--- src/rtl/noc_link_rx.sv ---
`default_nettype none
// ============================================================================
// Module : noc_link_rx
// Brief  : Flit link receive endpoint: FIFO buffering, credit return,
//          valid/ready output stream and per-packet framing monitor.
//          Optional macro NOC_LINK_RX_OVERFLOW_CHECK_EN adds overflow detection.
// Rev    : 1.0 - initial release
// ============================================================================
module noc_link_rx #(
    parameter int FLIT_WIDTH        = 64,
    parameter int DEST_WIDTH        = 6,
    parameter int FLIT_BUFFER_DEPTH = 2,
    parameter int PKT_COUNT_WIDTH   = 16
) (
    input  logic                       clk_noc,
    input  logic                       rst_n,
    input  logic [FLIT_WIDTH-1:0]      data_in,
    input  logic [DEST_WIDTH-1:0]      dest_in,
    input  logic                       is_tail_in,
    input  logic                       send_in,
    output logic                       credit_out,
    output logic                       m_tvalid,
    input  logic                       m_tready,
    output logic [FLIT_WIDTH-1:0]      m_tdata,
    output logic [DEST_WIDTH-1:0]      m_tdest,
    output logic                       m_tlast,
    output logic [PKT_COUNT_WIDTH-1:0] pkt_count,
    output logic                       dest_err,
    output logic                       overflow
);

    localparam int c_PTR_W = (FLIT_BUFFER_DEPTH > 1) ? $clog2(FLIT_BUFFER_DEPTH) : 1;
    localparam int c_CNT_W = $clog2(FLIT_BUFFER_DEPTH + 1);
    localparam logic [c_PTR_W-1:0] c_PTR_LAST = c_PTR_W'(FLIT_BUFFER_DEPTH - 1);
    localparam logic [c_CNT_W-1:0] c_CNT_FULL = c_CNT_W'(FLIT_BUFFER_DEPTH);

    localparam logic [0:0] c_ST_IDLE   = 1'b0;
    localparam logic [0:0] c_ST_IN_PKT = 1'b1;

    logic [FLIT_WIDTH-1:0] r_mem_data [FLIT_BUFFER_DEPTH];
    logic [DEST_WIDTH-1:0] r_mem_dest [FLIT_BUFFER_DEPTH];
    logic                  r_mem_tail [FLIT_BUFFER_DEPTH];

    logic [c_PTR_W-1:0] r_wr_ptr;
    logic [c_PTR_W-1:0] r_rd_ptr;
    logic [c_CNT_W-1:0] r_count;
    logic               r_credit;

    logic [0:0]                 r_state;
    logic [0:0]                 w_state_nxt;
    logic [DEST_WIDTH-1:0]      r_pkt_dest;
    logic [DEST_WIDTH-1:0]      w_pkt_dest_nxt;
    logic [PKT_COUNT_WIDTH-1:0] r_pkt_count;
    logic [PKT_COUNT_WIDTH-1:0] w_pkt_count_nxt;
    logic                       r_dest_err;
    logic                       w_dest_err_nxt;

    logic w_push;
    logic w_pop;

    assign m_tvalid = (r_count != '0);
    assign w_pop    = m_tvalid & m_tready;
    // A full FIFO still accepts a flit when the head leaves on the same edge.
    assign w_push   = send_in & ((r_count < c_CNT_FULL) | w_pop);

    assign m_tdata  = r_mem_data[r_rd_ptr];
    assign m_tdest  = r_mem_dest[r_rd_ptr];
    assign m_tlast  = r_mem_tail[r_rd_ptr];

    assign credit_out = r_credit;
    assign pkt_count  = r_pkt_count;
    assign dest_err   = r_dest_err;

    // Storage carries no reset; contents are qualified by r_count.
    always_ff @(posedge clk_noc) begin
        if (w_push) begin
            r_mem_data[r_wr_ptr] <= data_in;
            r_mem_dest[r_wr_ptr] <= dest_in;
            r_mem_tail[r_wr_ptr] <= is_tail_in;
        end
    end

    always_ff @(posedge clk_noc or negedge rst_n) begin
        if (!rst_n) begin
            r_wr_ptr <= '0;
            r_rd_ptr <= '0;
            r_count  <= '0;
            r_credit <= 1'b0;
        end else begin
            r_credit <= w_pop;
            if (w_push) begin
                r_wr_ptr <= (r_wr_ptr == c_PTR_LAST) ? '0 : r_wr_ptr + 1'b1;
            end
            if (w_pop) begin
                r_rd_ptr <= (r_rd_ptr == c_PTR_LAST) ? '0 : r_rd_ptr + 1'b1;
            end
            if (w_push && !w_pop) begin
                r_count <= r_count + 1'b1;
            end else if (w_pop && !w_push) begin
                r_count <= r_count - 1'b1;
            end
        end
    end

    always_ff @(posedge clk_noc or negedge rst_n) begin
        if (!rst_n) begin
            r_state     <= c_ST_IDLE;
            r_pkt_dest  <= '0;
            r_pkt_count <= '0;
            r_dest_err  <= 1'b0;
        end else begin
            r_state     <= w_state_nxt;
            r_pkt_dest  <= w_pkt_dest_nxt;
            r_pkt_count <= w_pkt_count_nxt;
            r_dest_err  <= w_dest_err_nxt;
        end
    end

    // Framing monitor only moves when a flit leaves the FIFO.
    always_comb begin
        w_state_nxt     = r_state;
        w_pkt_dest_nxt  = r_pkt_dest;
        w_pkt_count_nxt = r_pkt_count;
        w_dest_err_nxt  = r_dest_err;
        if (w_pop) begin
            case (r_state)
                c_ST_IDLE: begin
                    if (m_tlast) begin
                        w_pkt_count_nxt = r_pkt_count + 1'b1;
                    end else begin
                        w_pkt_dest_nxt = m_tdest;
                        w_state_nxt    = c_ST_IN_PKT;
                    end
                end
                c_ST_IN_PKT: begin
                    if (m_tdest != r_pkt_dest) begin
                        w_dest_err_nxt = 1'b1;
                    end
                    if (m_tlast) begin
                        w_pkt_count_nxt = r_pkt_count + 1'b1;
                        w_state_nxt     = c_ST_IDLE;
                    end
                end
                default: w_state_nxt = c_ST_IDLE;
            endcase
        end
    end

`ifdef NOC_LINK_RX_OVERFLOW_CHECK_EN
    logic r_overflow;

    always_ff @(posedge clk_noc or negedge rst_n) begin
        if (!rst_n) begin
            r_overflow <= 1'b0;
        end else if (send_in && (r_count == c_CNT_FULL) && !w_pop) begin
            r_overflow <= 1'b1;
        end
    end

    assign overflow = r_overflow;
`else
    assign overflow = 1'b0;
`endif

endmodule
`default_nettype wire

--- config.mk ---
export PLATFORM = sky130hd
export DESIGN_NAME = noc_link_rx
export DESIGN_NICKNAME = d
export VERILOG_FILES = /design/src/rtl/noc_link_rx.sv
export SDC_FILE = /design/constraint.sdc
export NUM_CORES = 1
export LEC_CHECK = 0
export ABC_AREA = 0
export CAP_MARGIN = 30
export CORE_MARGIN = 2
export CORE_UTILIZATION = 40
export CTS_CLUSTER_DIAMETER = 50
export DETAILED_ROUTE_END_ITERATION = 10
export DONT_BUFFER_PORTS = 1
export SETUP_SLACK_MARGIN = 0.05
export SYNTH_ARGS = -nofsm -noshare
export SYNTH_HDL_FRONTEND = slang
export SYNTH_SLANG_ARGS = --single-unit
--- constraint.sdc ---
create_clock -name clk_noc -period 5.2 [get_ports clk_noc]
set_clock_uncertainty 0.2 [all_clocks]
set_input_delay 0.26 -clock clk_noc [delete_from_list [all_inputs] [get_ports clk_noc]]
set_output_delay 0.26 -clock clk_noc [all_outputs]
set_load 0.02 [all_outputs]
==> summary.md, run 1 <==
| Metric | Value |
|---|---|
| Final Cycle Share | `a little over half` |
| WL/cell | `roughly 17 um` |
| #FFs+latches synth | `approximately 170` |
| Clock latency on the worst-skew pair | `420 ps` |
| Final Setup Violations | `0` |
| First-pass GRT wire length | `approximately 17 mm` |
| Placed insts | `540` |
| Hold slack | `58.38 ps` |
| Clock buffer depth | `2` |
| Final GP Congestion | `between 0.7 and 0.8` |
| Critical-path maximum fanout | `47` |
| H-tree depth | `4` |
| Layout cells sized above 1 | `28.41%` |
| Starting DRC count in detailed routing | `slightly above 90` |
| Initial antenna violation count | `0` |
| Clk slew on worst S/H paths | `around 60 ps` |
| Diode count | `0` |
| Synth cell types | `29` |
| # rows | `46` |
| I/O pin total | `166` |
| Largest net degree at the start of global routing | `73` |
| Mapped Nets | `408` |
| Width of the die | `roughly 130 um` |
| CP Data Arrival Time | `2880 ps` |
| Vias per cell | `4.835` |
| Seq/Total Area, Yosys | `77.65%` |
| Slew margin rel. | `around 32%` |
| CTS tree | `done` |
| Final #Nets | `around 500` |
| Overall global routing resource usage | `13.68%` |
| Pwr per Cell Area | `540.1 mW/mm^2` |
| Max cap viols | `0` |
| Slew Viols, Final | `0` |
| Area growth, synth to finish | `26.05%` |
| Fmax achieved | `0.3589 GHz` |
| Final WL | `11.18 mm` |
| Layout Utilization | `51.36%` |
| Leading cell type in the layout, fill and taps excluded | `edfxtp_1` |
| Overflow after GRT | `0` |
| Leakage | `2.892 nW` |
| Final setup TNS | `0 ps` |
| Post-CTS Setup Inserts | `0` |
| Commonest cells after routing, fill and taps aside | `edfxtp_1 (142), mux2_2 (77), dlygate4sd3_1 (74), dfrtp_1 (28), clkbuf_16 (17)` |
| Yosys warning total | `0` |
| Total power draw | `around 4.4 mW` |
| Synthesized area | `0.006426 mm^2` |
| Crit path time final | `2786 ps` |
| Root buffer cell | `clkbuf_16` |
| Core Region | `0.01577 mm^2` |
| Crit Path Category | `flop to flop` |
| RSZ-0062 raised after global routing | `no` |
| Buffers on Ports | `0` |
| Peak VDD IR | `0.3473 mV` |
| Antenna-violating nets left | `0` |
| Post-Synthesis Cells | `331` |
| Initial Utilization | `approximately two fifths` |
| Final hold violations | `0` |
| Status | `complete, no violations` |
| CP required | `5300 ps` |
| Num Clock Sinks | `~170` |
| Die span in y | `130.8 um` |
| Via Count | `3,138` |
| DIE AREA | `about 0.017 mm^2` |
| Drt pass-1 iters | `4` |
| Nature of the critical path endpoint | `flop` |
| Post-route insts no fill | `649` |
| Num CTS Buffers | `17` |
| Placed wire-length estimate | `7.205 mm` |
| Startpoint Class | `flop` |
| DR DRC count | `0` |
| Least-Margin Pin Slew | `about 1000 ps` |
| Syn_area_per_cell | `between 15 and 20 um^2` |
| Vias in the first global route | `around 3.4k` |
| Hold WC Path Type | `input pin to flop` |
worst max-delay path: stages (launching register included):
cell and delay [ps]:
dfrtp_4 660, buf_16 280, mux2i_1 180, nor4_1 880
nand4_1 240, xnor2_1 190
power by group:
group | total, mW | leakage [nW] | switching [mW] | internal [mW]
sequential | 1.97 | 1.68 | 0.171 | 1.80
clock | 1.24 | 0.286 | 0.522 | 0.715
combinational | 1.17 | 0.923 | 0.723 | 0.443
metrics by stage:
stage	setup slack, ps	cell area, um^2
final	2414	8100
after global routing	2213	8100
after CTS	2103	8053
after detailed placement	2127	6704
after global placement	2314	6676
after floorplan	900.2	6426
flip-flops by register name, summed over array words and instances, names as in the netlist:
register    cells
credit_out      1
dest_err        1
pkt_count      16
r_count         2
r_mem_data    128
r_mem_dest     12
r_mem_tail      2
r_pkt_dest      6
r_rd_ptr        1
r_state         1
r_wr_ptr        1
Yosys cell counts:
library cell,count,area (um^2)
a21oi_1,2,10.01
and2_1,1,6.260
and3_1,2,12.51
and4_1,1,8.760
buf_4,3,22.52
clkbuf_1,7,26.28
conb_1,1,3.750
dfrtp_1,29,725.7
edfxtp_1,142,4264
ha_1,2,25.02
inv_1,6,22.52
mux2_2,77,867.1
mux2i_1,1,10.01
nand2_1,7,26.28
nand3_1,4,20.02
nand4_1,2,12.51
nor2_1,5,18.77
nor2b_1,1,6.260
nor3_1,2,10.01
nor3_2,1,10.01
nor4_1,2,12.51
nor4_4,1,21.27
nor4b_4,1,23.77
o21ai_0,2,10.01
o21ai_2,1,8.760
or2_2,1,6.260
or4_1,1,7.510
xnor2_1,11,96.34
xor2_1,15,131.4
metal layers:
layer  global-route usage [%]  part of all wire, %  up-vias
met1                    13.36                   36     1560
li1                         -                    -     1438
met4                    6.383                  1.9        0
met5                        0                    0        -
met2                    23.56                   51      122
met3                    7.695                   10       18
what timing repair did:
| item | 4_1_cts | 5_1_grt |
|---|---|---|
| hold endpoints to repair | 175 | 0 |
| hold buffers | 75 | 0 |
| resized for setup | 0 | 0 |
logic make-up after synthesis:
family	after synthesis	share of synthesized area, %
DFF	171	77.65
muxes	78	13.65
and+or+nand+nor	32	3.154
xor gates and xnor gates	26	3.544
buffers and inverters	16	1.110
AOI/OAI and AO/OA	5	0.4479
adders and majority gates	2	0.3893
other	1	0.05836
final timing paths:
path                               startpoint       endpoint  slack (ps)  cells after the start
min in group asynchronous               rst_n  r_pkt_dest[3]          80                      2
worst max-delay path                 r_rd_ptr  pkt_count[15]        2410                      5
worst max register to register       r_rd_ptr  pkt_count[15]        2410                      5
worst min register to register  r_pkt_dest[2]  r_pkt_dest[2]         330                      1
max in group asynchronous               rst_n       r_rd_ptr        4540                      2
worst min-delay path                 m_tready       r_wr_ptr          60                      2
area by class of cell:
| cell class | count | area (um^2) |
|---|---|---|
| Tap cell | 216 | 270.3 |
| Sequential cell | 171 | 4994 |
| Clock buffer | 17 | 425.4 |
| Timing Repair Buffer | 80 | 850.8 |
| Clock inverter | 15 | 162.7 |
| Inverter | 6 | 22.52 |
| Multi-Input combinational cell | 144 | 1375 |
| Fill cell | 1325 | 7670 |
Note: power is estimated with default switching activity, not from simulation.
==> run 2: changes to the inputs <==
==> constraint.sdc (replaced) <==
create_clock -name clk_noc -period 2.4 [get_ports clk_noc]
set_clock_uncertainty 0.2 [all_clocks]
set_input_delay 0.12 -clock clk_noc [delete_from_list [all_inputs] [get_ports clk_noc]]
set_output_delay 0.12 -clock clk_noc [all_outputs]
set_load 0.02 [all_outputs]
==> run 2 against run 1 <==
Compared with the run above: utilization is 0.071 points higher; sequential power up 110%; combinational power increased by 130%; non-clock buffer count is 8 higher; largest power group unchanged; highest routed layer unchanged.
==> summary.md, run 2 (synthesis gave the netlist of run 1 again) <==
| Metric | Value |
|---|---|
| First-pass GRT wire length | `17.36 mm (was 17.06 mm)` |
| Vias per cell | `4.820 (was 4.835)` |
| Initial antenna violation count | `0 (unchanged)` |
| Hold WC Path Type | `input pin to asynchronous set/reset pin (was input pin to flop)` |
| Die span in y | `130.8 um (unchanged)` |
| Drt pass-1 iters | `4 (unchanged)` |
| Seq pwr share | `44.5% (was 45.0%)` |
| Initial Utilization | `40.75% (unchanged)` |
| # rows | `46 (unchanged)` |
| Pwr per Cell Area | `1149 mW/mm^2 (was 540.1 mW/mm^2)` |
| Crit Path Category | `flop to output pin (was flop to flop)` |
| Root buffer cell | `clkbuf_16 (unchanged)` |
| Buffers on Ports | `0 (unchanged)` |
| CTS tree | `done (unchanged)` |
| Leading cell type in the layout, fill and taps excluded | `edfxtp_1 (unchanged)` |
| Num Clock Sinks | `171 (unchanged)` |
| Total power draw | `9.322 mW (was 4.375 mW)` |
| Clock latency on the worst-skew pair | `410 ps (was 420 ps)` |
| FF-to-FF Start | `r_rd_ptr (unchanged)` |
| Largest register by flop count | `r_mem_data (unchanged)` |
| Startpoint Class | `flop (unchanged)` |
| Slew margin rel. | `66.42% (was 32.28%)` |
| Final Setup Violations | `0 (unchanged)` |
| Layout cells sized above 1 | `29.25% (was 28.41%)` |
| Overflow after GRT | `0 (unchanged)` |
| Psw | `3.081 mW (was 1.416 mW)` |
| Final WL | `11.38 mm (was 11.18 mm)` |
| Clk pwr share | `26.6% (was 28.3%)` |
| Int Pwr | `6.241 mW (was 2.958 mW)` |
| Largest register FFs | `128 (unchanged)` |
| Clock buffer depth | `2 (unchanged)` |
| Diode count | `0 (unchanged)` |
| CP required | `2080 ps (was 5300 ps)` |
| Core Region | `0.01577 mm^2 (unchanged)` |
| Worst r2r dst | `r_pkt_dest[3] (was pkt_count[15])` |
| Combinational share of power | `29.0% (was 26.7%)` |
| Placed wire-length estimate | `7.253 mm (was 7.205 mm)` |
| Final #Nets | `505 (was 497)` |
| Largest net degree at the start of global routing | `72 (was 73)` |
| Vias in the first global route | `3,352 (was 3,370)` |
| Worst R2R Path Depth | `4 (was 5)` |
| Status | `complete, no violations (unchanged)` |
| Via Count | `3,167 (was 3,138)` |
| Starting DRC count in detailed routing | `114 (was 91)` |
| Max cap viols | `0 (unchanged)` |
| Area growth, synth to finish | `26.23% (was 26.05%)` |
| Overall global routing resource usage | `13.86% (was 13.68%)` |
| Slew Viols, Final | `0 (unchanged)` |
| I/O pin total | `166 (unchanged)` |
| WL/cell | `17.32 um (was 17.23 um)` |
| Peak VDD IR | `0.5915 mV (was 0.3473 mV)` |
| Fillers | `1,337 (was 1,325)` |
| Critical-path maximum fanout | `27 (was 47)` |
| Least-Margin Pin Slew | `501.0 ps (was 1007 ps)` |
| Fmax achieved | `0.4488 GHz` |
| RSZ-0062 raised after global routing | `no (unchanged)` |
| Width of the die | `130.8 um (unchanged)` |
| Crit path time final | `2228 ps` |
| Num CTS Buffers | `17 (unchanged)` |
| Post-CTS Setup Inserts | `0 (unchanged)` |
| Clk slew on worst S/H paths | `70 ps (was 60 ps)` |
| Nature of the critical path endpoint | `output pin (was flop)` |
| Setup slack, reg-to-reg | `270 ps (was 2410 ps)` |
| H-tree depth | `4 (unchanged)` |
| DR DRC count | `0 (unchanged)` |
| Final setup TNS | `0 ps (unchanged)` |
| Leakage | `2.905 nW (was 2.892 nW)` |
| Final Cycle Share | `just over 90%` |
| Sw frac | `33.05% (was 32.37%)` |
| Commonest cells after routing, fill and taps aside | `edfxtp_1 (142), mux2_2 (77), dlygate4sd3_1 (75), dfrtp_1 (28), clkbuf_16 (17) (was edfxtp_1 (142), mux2_2 (77), dlygate4sd3_1 (74), dfrtp_1 (28), clkbuf_16 (17))` |
| Antenna-violating nets left | `0 (unchanged)` |
| CP Data Arrival Time | `1910 ps (was 2880 ps)` |
| Final hold violations | `0 (unchanged)` |
| Final GP Congestion | `0.7001 (was 0.7348)` |
| DIE AREA | `0.01710 mm^2 (unchanged)` |
[run 2: stage by stage]
| step | std cells | hold WS, ps | util, % | setup slack [ps] | instance area, um^2 |
|---|---|---|---|---|---|
| after floorplan | 331 | -375.6 | - | 89.39 | 6435 |
| after global placement | 547 | -374.8 | 42.80 | 231.8 | 6749 |
| after detailed placement | 547 | -374.9 | 42.80 | 175.5 | 6749 |
| after CTS | 656 | 15.89 | 51.26 | 116.5 | 8084 |
| after global routing | 657 | 36.47 | 51.44 | 61.92 | 8112 |
| final | 657 | 33.77 | 51.44 | 171.8 | 8112 |
[run 2: metal layers]
metal  GRT usage (%)  part of all wire [%]  wire length [um]
met1           14.50                    37              4265
met2           23.41                    51              5796
met3           7.451                    10              1153
met4           5.695                   1.4               161
met5               0                     0                 0
[run 2: worst max path at each step]
stage	startpoint	endpoint	slack (ps)	depth (start not counted)
4_1_cts	r_rd_ptr	m_tdata[2]	120	3
5_1_grt	r_rd_ptr	m_tdata[39]	60	3
6_report	r_rd_ptr	m_tdata[14]	170	3
3_5_place_dp	r_count[1]	r_mem_data[1][15]	180	4
3_3_place_gp	r_count[1]	r_mem_data[1][15]	230	4
2_1_floorplan	r_count[1]	r_mem_data[0][0]	90	3
[run 2: area by class of cell]
type | count | area, um^2 | share of cell area (%)
Multi-Input combinational cell | 144 | 1375 | 16.95
Inverter | 6 | 22.52 | 0.2776
Sequential cell | 171 | 4994 | 61.56
Timing Repair Buffer | 88 | 909.6 | 11.21
Tap cell | 216 | 270.3 | 3.332
Clock inverter | 15 | 115.1 | 1.419
Clock buffer | 17 | 425.4 | 5.244
[run 2: repair_timing]
action / 4_1_cts / 5_1_grt
hold buffers: 77 / 0
hold endpoints to repair: 179 / 0
endpoints found under the setup margin: 34 / 0
gates resized for setup: 1 / 0
[run 2: worst max-delay path, stage by stage (launching register included)]
cell     delay [ps]
dfrtp_4         410
buf_4           230
buf_4           380
mux2_2          450
[run 2: power groups by stage]
stage          clock network [mW]  logic, mW  registers (mW)
6_report                     2.48       2.70            4.14
4_1_cts                      2.56       2.73            4.16
3_5_place_dp                    0       2.58            4.22
2_1_floorplan                   0       2.06            4.19
5_1_grt                      2.67       2.92            4.20
3_3_place_gp                    0       2.54            4.18
==> run 3: changes to the inputs <==
==> constraint.sdc (replaced) <==
create_clock -name clk_noc -period 2.05 [get_ports clk_noc]
set_clock_uncertainty 0.2 [all_clocks]
set_input_delay 0.1025 -clock clk_noc [delete_from_list [all_inputs] [get_ports clk_noc]]
set_output_delay 0.1025 -clock clk_noc [all_outputs]
set_load 0.02 [all_outputs]
==> run 3 against run 2 <==
Compared with the run above: register-to-register slack got worse by 240 ps; via count grew 5.3%; non-clock buffer count grew 21; wire length up 14%; sequential power up 17%; sequential share of layout area fell by 3.9 points; first-iteration DRC count up 16%; die area is the same; global-route usage up 1.7 points; utilization grew 3.5 points; combinational power grew 59%; critical path type unchanged; largest cell class unchanged; largest power group unchanged; highest routed layer unchanged.
==> summary.md, run 3 (synthesis gave the netlist of run 1 again) <==
| Metric | Value |
|---|---|
| Critical-path maximum fanout | `7 (was 27)` |
| Layout cells sized above 1 | `33.41% (was 29.25%)` |
| Overflow after GRT | `0 (unchanged)` |
| DIE AREA | `0.01710 mm^2 (unchanged)` |
| DR DRC count | `0 (unchanged)` |
| Area growth, synth to finish | `34.75% (was 26.23%)` |
| # rows | `46 (unchanged)` |
| Pwr per Cell Area | `1420 mW/mm^2 (was 1149 mW/mm^2)` |
| I/O pin total | `166 (unchanged)` |
| Final hold violations | `0 (unchanged)` |
| Final Setup Violations | `0 (unchanged)` |
| Core Region | `0.01577 mm^2 (unchanged)` |
| Initial Utilization | `40.75% (unchanged)` |
| Clk pwr share | `25.6% (was 26.6%)` |
| H-tree depth | `4 (unchanged)` |
| Width of the die | `130.8 um (unchanged)` |
| Buffers & Inverters on Critical Path | `3 (was 2)` |
| Drt pass-1 iters | `4 (unchanged)` |
| Min setup slack post-route | `26.33 ps (was 171.8 ps)` |
| Diode count | `0 (unchanged)` |
| Vias in the first global route | `3,619 (was 3,352)` |
| Clock latency on the worst-skew pair | `410 ps (about the same)` |
| Overall global routing resource usage | `15.58% (was 13.86%)` |
| Antenna-violating nets left | `0 (unchanged)` |
| Combinational share of power | `35.0% (was 29.0%)` |
| Num CTS Buffers | `17 (unchanged)` |
| Largest register by flop count | `r_mem_data (unchanged)` |
| Seq pwr share | `39.4% (was 44.5%)` |
| Clock buffer depth | `2 (unchanged)` |
| Clk slew on worst S/H paths | `60 ps (was 70 ps)` |
| Vias per cell | `4.925 (was 4.820)` |
| Final #Nets | `526 (was 505)` |
| CP Data Arrival Time | `1720 ps (was 1910 ps)` |
| Initial antenna violation count | `0 (unchanged)` |
| Leakage | `3.246 nW (was 2.905 nW)` |
| Crit-path max cell delay | `520 ps (was 450 ps)` |
| Root buffer cell | `clkbuf_16 (unchanged)` |
| Total power draw | `12.29 mW (was 9.322 mW)` |
| FF-to-FF Start | `r_rd_ptr (unchanged)` |
| Max cap viols | `0 (unchanged)` |
| RSZ-0062 raised after global routing | `yes (was no)` |
| Hold Crit Start | `data_in[32]` |
| Status | `complete, no violations (unchanged)` |
| Buffers on Ports | `0 (unchanged)` |
| Crit Path Category | `flop to output pin (unchanged)` |
| Pre-CTS WS | `19.74 ps (was 175.5 ps)` |
| Hold WC Path Type | `input pin to flop (was input pin to asynchronous set/reset pin)` |
| Final Cycle Share | `98.72%` |
| Die span in y | `130.8 um (unchanged)` |
| Final setup TNS | `0 ps (unchanged)` |
| Hold slack | `123.9 ps (was 33.77 ps)` |
| Seq. cell area | `0.004996 mm^2 (was 0.004994 mm^2)` |
| Starting DRC count in detailed routing | `132 (was 114)` |
| Via Count | `3,334 (was 3,167)` |
| Fillers | `1,257 (was 1,337)` |
| Psw | `3.872 mW (was 3.081 mW)` |
| Int Pwr | `8.422 mW (was 6.241 mW)` |
| Largest net degree at the start of global routing | `53 (was 72)` |
| Post-route insts no fill | `677 (was 657)` |
| Startpoint Class | `flop (unchanged)` |
| Num Clock Sinks | `171 (unchanged)` |
| Final WL | `13.02 mm (was 11.38 mm)` |
| CTS tree | `done (unchanged)` |
| Crit. Startpoint | `r_rd_ptr (unchanged)` |
| Nature of the critical path endpoint | `output pin (unchanged)` |
| Placed insts | `558 (was 547)` |
| WL/cell | `19.23 um (was 17.32 um)` |
| Cell mode on critical path | `buf_16 (was buf_4)` |
| Largest register FFs | `128 (unchanged)` |
| Area of the multi-input gates | `0.001529 mm^2 (was 0.001375 mm^2)` |
| Crit path time final | `2024 ps` |
| Leading cell type in the layout, fill and taps excluded | `edfxtp_1 (unchanged)` |
| Final GP Congestion | `0.7389 (was 0.7001)` |
| Crit path max-delay family | `flip-flops (was buffers and inverters)` |
| Commonest cells after routing, fill and taps aside | `edfxtp_1 (142), dlygate4sd3_1 (76), mux2_2 (43), mux2_4 (34), dfrtp_1 (26) (was edfxtp_1 (142), mux2_2 (77), dlygate4sd3_1 (75), dfrtp_1 (28), clkbuf_16 (17))` |
| Fmax achieved | `around 0.49 GHz` |
| CP max stage cell | `dfrtp_4 (was mux2_2)` |
| CP required | `1750 ps (was 2080 ps)` |
| Worst-path cell chain | `buf_16 -> buf_12 -> buf_16 -> mux2_4 (was buf_4 -> buf_4 -> mux2_2)` |
| Slew Viols, Final | `0 (unchanged)` |
| Sw frac | `31.50% (was 33.05%)` |
| Peak VDD IR | `0.6388 mV (was 0.5915 mV)` |
| Placed wire-length estimate | `7.437 mm (was 7.253 mm)` |
| First-pass GRT wire length | `19.30 mm (was 17.36 mm)` |
run 3: timing repair:
action | CTS | global route
setup endpoints to repair | 36 | 37
setup buffers | 5 | 0
hold buffers | 78 | 0
gates resized for setup | 48 | 5
hold endpoints to repair | 189 | 0
cloned | 4 | 1
run 3: final timing paths:
kind                                     end  slack, ps  cells past startpoint
min in group asynchronous      r_pkt_dest[1]        560                      4
max reg2reg                         dest_err         30                      6
min                        r_mem_data[0][32]        120                      1
max                              m_tdata[37]         30                      4
min reg2reg                    r_pkt_dest[2]        320                      1
max in group asynchronous           r_rd_ptr        910                      4
run 3: metal layers:
| layer | part of all wire, % | track usage (%) | up-vias |
|---|---|---|---|
| met5 | 0 | 0 | - |
| met4 | 1.5 | 5.820 | 0 |
| met3 | 8.8 | 7.695 | 16 |
| met2 | 52 | 26.32 | 120 |
| met1 | 38 | 16.98 | 1706 |
| li1 | - | - | 1492 |
run 3: area by class of cell:
cell class	count	area share (%)
well taps	216	3.121
clock buffers	18	4.956
flip-flops and latches	171	57.69
repair buffers	109	14.55
clock inverters	13	1.763
multi-input cells	144	17.66
inverters	6	0.2601
run 3: power groups by stage:
stage / combinational (mW) / clock, mW / sequential [mW]
CTS: 4.29 / 3.23 / 4.84
floorplan: 2.42 / 0 / 4.91
global route: 4.56 / 3.36 / 4.91
global placement: 3.21 / 0 / 4.85
detailed placement: 3.23 / 0 / 4.89
finish: 4.30 / 3.15 / 4.84
run 3: metrics by stage:
stage / instance area, um^2 / utilization (%)
final: 8660 / 54.91
after CTS: 8621 / 54.67
after global placement: 6870 / 43.57
after detailed placement: 6870 / 43.57
after global routing: 8660 / 54.91
after floorplan: 6449 / -
